--- config.mk ---
export PLATFORM = sky130hd
export DESIGN_NAME = motor_pwm_ctrl
export DESIGN_NICKNAME = d
export VERILOG_FILES = /design/src/rtl/motor_pwm_pkg.sv /design/src/rtl/motor_pwm_chan.sv /design/src/rtl/motor_pwm_ctrl.sv
export SDC_FILE = /design/constraint.sdc
export NUM_CORES = 1
export LEC_CHECK = 0
export ABC_AREA = 1
export CAP_MARGIN = 0
export CORE_MARGIN = 2
export CORE_UTILIZATION = 45
export DETAILED_ROUTE_END_ITERATION = 10
export REMOVE_ABC_BUFFERS = 1
export SYNTH_ARGS = -nofsm -noshare
export SYNTH_HDL_FRONTEND = slang
export SYNTH_SLANG_ARGS = --single-unit
--- constraint.sdc ---
create_clock -name clock -period 6.6 [get_ports clock]
set_clock_uncertainty 0.2 [all_clocks]
set_input_delay 1.32 -clock clock [delete_from_list [all_inputs] [get_ports clock]]
set_output_delay 1.32 -clock clock [all_outputs]
set_load 0.05 [all_outputs]
--- src/rtl/motor_pwm_pkg.sv ---
// Shared types and helpers for the motor PWM controller.
package motor_pwm_pkg;

   typedef enum logic [1:0] {
      ST_RUN   = 2'd0,
      ST_DEAD  = 2'd1,
      ST_FAULT = 2'd2
   } chan_state_t;

   // Number of closed duty switches.
   function automatic int unsigned popcount(input logic [31:0] v);
      int unsigned n;
      n = 0;
      for (int i = 0; i < 32; i++) n += 32'(v[i]);
      return n;
   endfunction

   // Clocks of high time per closed switch.
   function automatic int unsigned duty_step(input int unsigned period, input int unsigned sw_w);
      return period / (sw_w + 1);
   endfunction

endpackage

--- src/rtl/motor_pwm_chan.sv ---
// One H-bridge channel: duty ramp, RUN/DEAD/FAULT sequencing, overcurrent
// filter and registered bridge outputs.
module motor_pwm_chan
   import motor_pwm_pkg::*;
#(
   parameter int unsigned SW_W      = 3,
   parameter int unsigned PERIOD    = 16,
   parameter int unsigned CNT_W     = 5,
   parameter int unsigned RAMP_STEP = 0,
   parameter int unsigned DEAD_CYC  = 4,
   parameter int unsigned OC_HOLD   = 5
) (
   input  logic             clock,
   input  logic             reset,
   input  logic             wrap,
   input  logic [CNT_W-1:0] cnt,
   input  logic [SW_W-1:0]  sw,
   input  logic             dir,
   input  logic             isense,
   input  logic             oc_clr,
   output logic             pwm_out,
   output logic             in_a,
   output logic             in_b,
   output logic             fault,
   output logic             fault_nxt_c
);

   localparam int unsigned STEP = duty_step(PERIOD, SW_W);
   localparam int unsigned OC_W = (OC_HOLD > 1) ? $clog2(OC_HOLD) : 1;
   localparam int unsigned DC_W = (DEAD_CYC > 1) ? $clog2(DEAD_CYC) : 1;
   localparam logic [OC_W-1:0]  OC_TOP = OC_W'(OC_HOLD - 1);
   localparam logic [DC_W-1:0]  DC_TOP = DC_W'(DEAD_CYC - 1);
   localparam logic [CNT_W-1:0] RSTEP  = CNT_W'(RAMP_STEP);

   chan_state_t      state;
   logic [CNT_W-1:0] width;
   logic [CNT_W-1:0] target;
   logic [CNT_W-1:0] ramp_nxt;
   logic [OC_W-1:0]  oc_cnt;
   logic [DC_W-1:0]  dead_cnt;
   logic             dir_lat;
   logic             trip;
   logic             clr_ok;

   assign target      = CNT_W'(popcount(32'(sw)) * STEP);
   assign trip        = isense && (oc_cnt == OC_TOP);
   assign clr_ok      = oc_clr && !isense;
   assign fault_nxt_c = trip || ((state == ST_FAULT) && !clr_ok);

   // Width applied at the next wrap: jump to target, or step toward it.
   always_comb begin
      ramp_nxt = target;
      if (RAMP_STEP != 0) begin
         if (width < target)
            ramp_nxt = ((target - width) > RSTEP) ? width + RSTEP : target;
         else if (width > target)
            ramp_nxt = ((width - target) > RSTEP) ? width - RSTEP : target;
      end
   end

   always_ff @(posedge clock) begin
      if (reset) begin
         state    <= ST_RUN;
         width    <= '0;
         dir_lat  <= 1'b0;
         oc_cnt   <= '0;
         dead_cnt <= '0;
         pwm_out  <= 1'b0;
         in_a     <= 1'b0;
         in_b     <= 1'b1;
         fault    <= 1'b0;
      end else begin
         pwm_out <= (state == ST_RUN) && (cnt < width);
         fault   <= fault_nxt_c;

         if (!isense)
            oc_cnt <= '0;
         else if (oc_cnt != OC_TOP)
            oc_cnt <= oc_cnt + OC_W'(1);

         // Overcurrent wins over every other transition, including dead time.
         if (trip) begin
            state <= ST_FAULT;
            width <= '0;
            in_a  <= 1'b0;
            in_b  <= 1'b0;
         end else begin
            case (state)
               ST_RUN: begin
                  if (dir != dir_lat) begin
                     state    <= ST_DEAD;
                     width    <= '0;
                     dead_cnt <= DC_TOP;
                  end else if (wrap) begin
                     width <= ramp_nxt;
                  end
               end
               ST_DEAD: begin
                  if (dead_cnt == '0) begin
                     state   <= ST_RUN;
                     dir_lat <= dir;
                     width   <= '0;
                     in_a    <= dir;
                     in_b    <= ~dir;
                  end else begin
                     dead_cnt <= dead_cnt - DC_W'(1);
                  end
               end
               ST_FAULT: begin
                  if (clr_ok) begin
                     state   <= ST_RUN;
                     dir_lat <= dir;
                     width   <= '0;
                     in_a    <= dir;
                     in_b    <= ~dir;
                  end
               end
               default: state <= ST_RUN;
            endcase
         end
      end
   end

endmodule

--- src/rtl/motor_pwm_ctrl.sv ---
// N-channel H-bridge PWM controller: shared period counter feeding one
// independent motor_pwm_chan per motor, plus the combined fault flag.
module motor_pwm_ctrl
   import motor_pwm_pkg::*;
#(
   parameter int unsigned NUM_CH    = 2,
   parameter int unsigned SW_W      = 3,
   parameter int unsigned PERIOD    = 1666667,
   parameter int unsigned CNT_W     = 21,
   parameter int unsigned RAMP_STEP = 0,
   parameter int unsigned DEAD_CYC  = 1000000,
   parameter int unsigned OC_HOLD   = 50000000
) (
   input  logic                   clock,
   input  logic                   reset,
   input  logic [NUM_CH*SW_W-1:0] sw,
   input  logic [NUM_CH-1:0]      dir,
   input  logic [NUM_CH-1:0]      isense,
   input  logic                   oc_clr,
   output logic [NUM_CH-1:0]      pwm_out,
   output logic [NUM_CH-1:0]      in_a,
   output logic [NUM_CH-1:0]      in_b,
   output logic [NUM_CH-1:0]      fault,
   output logic                   oc_any
);

   logic [CNT_W-1:0]  cnt;
   logic              wrap;
   logic [NUM_CH-1:0] fault_nxt;

   assign wrap = (cnt == CNT_W'(PERIOD - 1));

   always_ff @(posedge clock) begin
      if (reset) cnt <= '0;
      else       cnt <= wrap ? '0 : cnt + CNT_W'(1);
   end

   for (genvar k = 0; k < NUM_CH; k++) begin : g_ch
      motor_pwm_chan #(
         .SW_W      (SW_W),
         .PERIOD    (PERIOD),
         .CNT_W     (CNT_W),
         .RAMP_STEP (RAMP_STEP),
         .DEAD_CYC  (DEAD_CYC),
         .OC_HOLD   (OC_HOLD)
      ) u_chan (
         .clock       (clock),
         .reset       (reset),
         .wrap        (wrap),
         .cnt         (cnt),
         .sw          (sw[k*SW_W +: SW_W]),
         .dir         (dir[k]),
         .isense      (isense[k]),
         .oc_clr      (oc_clr),
         .pwm_out     (pwm_out[k]),
         .in_a        (in_a[k]),
         .in_b        (in_b[k]),
         .fault       (fault[k]),
         .fault_nxt_c (fault_nxt[k])
      );
   end

   // Registered from the channels' next fault so it changes with fault.
   always_ff @(posedge clock) begin
      if (reset) oc_any <= 1'b0;
      else       oc_any <= |fault_nxt;
   end

endmodule

==> results.toml <==
[clock_network]
htreeDepth = 4
cts.repair.resized = 0
cts_inserted_buffers = 17
clk_pin_slew_ns = 0.07
worstSkewPairLatency_ns = 0.43
post_cts_buffers = 0
cts_root_buf = "clkbuf_16"
cts_tree = "built"
cts.sinks = 166
cts_buffer_depth = 2
cts_hold_buf = 0

[layout]
final_cell_mix = "nand2_1 (461), nor2_1 (222), inv_1 (217)"
layoutNonFillerInstCount = 2137
seqCellArea_sq_um = 3323
design_area_sq_um = 12840
diodes = 0
drive_above_1_share_pct = 6.659
fillers = 2699
multi_input_area_sq_um = 7436
area_growth_pct = 8.007
final_common_cell = "nand2_1"
num-nets-final = 1927

[detailed_routing]
first_iter_violations = 644
first_pass_iters = 5
drc = 0
postRouteAntennaNets = 0
viasPerCell = 5.073
vias = 10840
routed_wl_um = 27570
wl_per_cell_um = 12.90

[floorplan]
core_area_sq_um = 25980
rows = 59
die_x_um = 166.6
start_util_pct = 45.76
io_pins = 22
die_height_um = 166.6
die-area_sq_um = 27740

[synth]
synth-edff-count = 0
synth_area_leader_cell = "dfxtp_1"
synth_seq_cells = 166
ys_warn_count = 0
yosysUniqueCellTypes = 51
syn_area_per_cell_sq_um = 6.628
netlist_instances = 1794
synth_top_cell_area_share_pct = 27.95
synthTopCellsByArea = "dfxtp_1 (28%), nand2_1 (15%), ha_1 (12%)"
ys_seq_area_share_pct = 27.95
synth.cell_area_sq_um = 11890
synth_ff_type = "dfxtp_1"
async_flop_share_pct = 0

[timing]
period_share_pct = 86.49
drv_slew = 0
fmax_ghz = 0.1752
finalSetupViolCount = 0
fin_ws_ns = 0.8916
slew_headroom_pct = 32.47
worst_pin_slew_ns = 1.009
tns_ns = 0
rsz0062_at_grt = "no"
finalHoldViolCount = 0
finalCriticalPeriod_ns = 5.708

[power]
power_density_nw_per_um2 = 320.1
total_power_w = 0.004111
p_leak_nw = 5.470
ir_worst_vdd_v = 0.0001991

[setup_path]
cp_data_required_time_ns = 6.73
arrival_ns = 5.84
cp-start-kind = "primary input"
cp-end-kind = "flip-flop"
crit_type = "primary input to flip-flop"
worstPathMaxFanout = 4

[global_routing]
grt_pass1_wl_um = 48000
grt_max_degree = 42
track_usage_pct = 20.50
grt_overflow = 0
grt_pass1_vias = 10050
grt_antenna_before_repair = 0

[place]
routabilityCongestion = 0.8681
place_ws_ns = 0.4453
port_buffers = 21
dp_hpwl_um = 20740
place_area_sq_um = 12270
dp_cells = 2106

[job]
cap_violations = 0

[run_status]
status = "finished clean"

[worst_hold_path]
hp-class = "flip-flop to flip-flop"
==> metrics by stage <==
stage                     utilization [%]  hold WS [ns]
after floorplan                         -        0.2227
after global placement              47.23        0.2408
after detailed placement            47.23        0.2452
after CTS                           49.43        0.2564
after global routing                49.43        0.2842
final                               49.43        0.2542
==> final cells by class <==
class	instances	area share, %
sequential	166	25.87
inverter	224	6.566
tap	335	3.264
clock inverter	11	0.8962
timing repair buffer	27	1.948
multi-input combinational	1354	57.90
clock buffer	20	3.556
==> synthesized netlist by cell type, types with 16 or more instances <==
cell type	number
a21oi_1	148
clkbuf_1	22
dfxtp_1	166
ha_1	114
inv_1	217
nand2_1	461
nand3_1	127
nand4_1	35
nor2_1	222
nor3_1	36
o21ai_0	46
or2_2	33
xor2_1	16
==> final timing paths <==
path | cells after the start | slack (ns) | startpoint | to
max | 24 | 0.89 | sw[3] | g_ch[1].u_chan.width[16]$_SDFFE_PP0P_
min reg2reg | 1 | 0.25 | g_ch[1].u_chan.oc_cnt[22]$_SDFFE_PP0P_ | g_ch[1].u_chan.oc_cnt[22]$_SDFFE_PP0P_
max reg2reg | 10 | 3.96 | g_ch[0].u_chan.oc_cnt[0]$_SDFFE_PP0P_ | g_ch[0].u_chan.in_b$_SDFFE_PP1P_
min | 1 | 0.25 | g_ch[1].u_chan.oc_cnt[22]$_SDFFE_PP0P_ | g_ch[1].u_chan.oc_cnt[22]$_SDFFE_PP0P_
==> flip-flops by register name, summed over array words and instances (netlist names) <==
name                  flops
g_ch.u_chan.dir_lat       2
g_ch.u_chan.dead_cnt     40
g_ch.u_chan.in_a          2
g_ch.u_chan.fault         2
g_ch.u_chan.oc_cnt       52
g_ch.u_chan.state         4
g_ch.u_chan.width        38
cnt                      21
oc_any                    1
g_ch.u_chan.pwm_out       2
g_ch.u_chan.in_b          2
==> worst max-delay path, stage by stage <==
cell	delay [ns]
clkdlybuf4s50_1	0.45
ha_1	0.31
ha_1	0.24
fa_1	0.50
ha_1	0.21
or2_2	0.29
ha_1	0.19
ha_1	0.28
ha_1	0.14
inv_1	0.05
fa_1	0.50
inv_1	0.04
ha_1	0.19
ha_1	0.33
nand2_1	0.09
nor2_1	0.09
nand3_1	0.11
nand2_1	0.08
nand2_1	0.04
nand2_1	0.05
nand2_1	0.04
nor2_1	0.09
nand2_1	0.06
a21oi_1	0.14
==> kinds of logic (layout without fill, tap and decap cells) <==
kind of cell	after synthesis	after routing	share of synthesized area, %
compound gates	220	220	9.764
xor+xnor	31	31	2.346
fa+ha+maj	124	124	13.68
buf+inv	274	282	9.522
flops	166	166	27.95
simple gates	979	979	36.74
==> power breakdown <==
part,switching (W),internal [W]
Combinational,0.00123,0.000620
Clock,0.000444,0.000546
Sequential,0.000118,0.00115
==> layer usage <==
layer  vias to the layer above  GRT usage [%]  wire length, um
met3                        19          2.733             1069
li1                       5742              -                -
met2                       200          32.00            11960
met5                         -              0                0
met4                         0          5.322              245
met1                      4881          29.82            14300
Note: power is estimated with default switching activity, not from simulation.
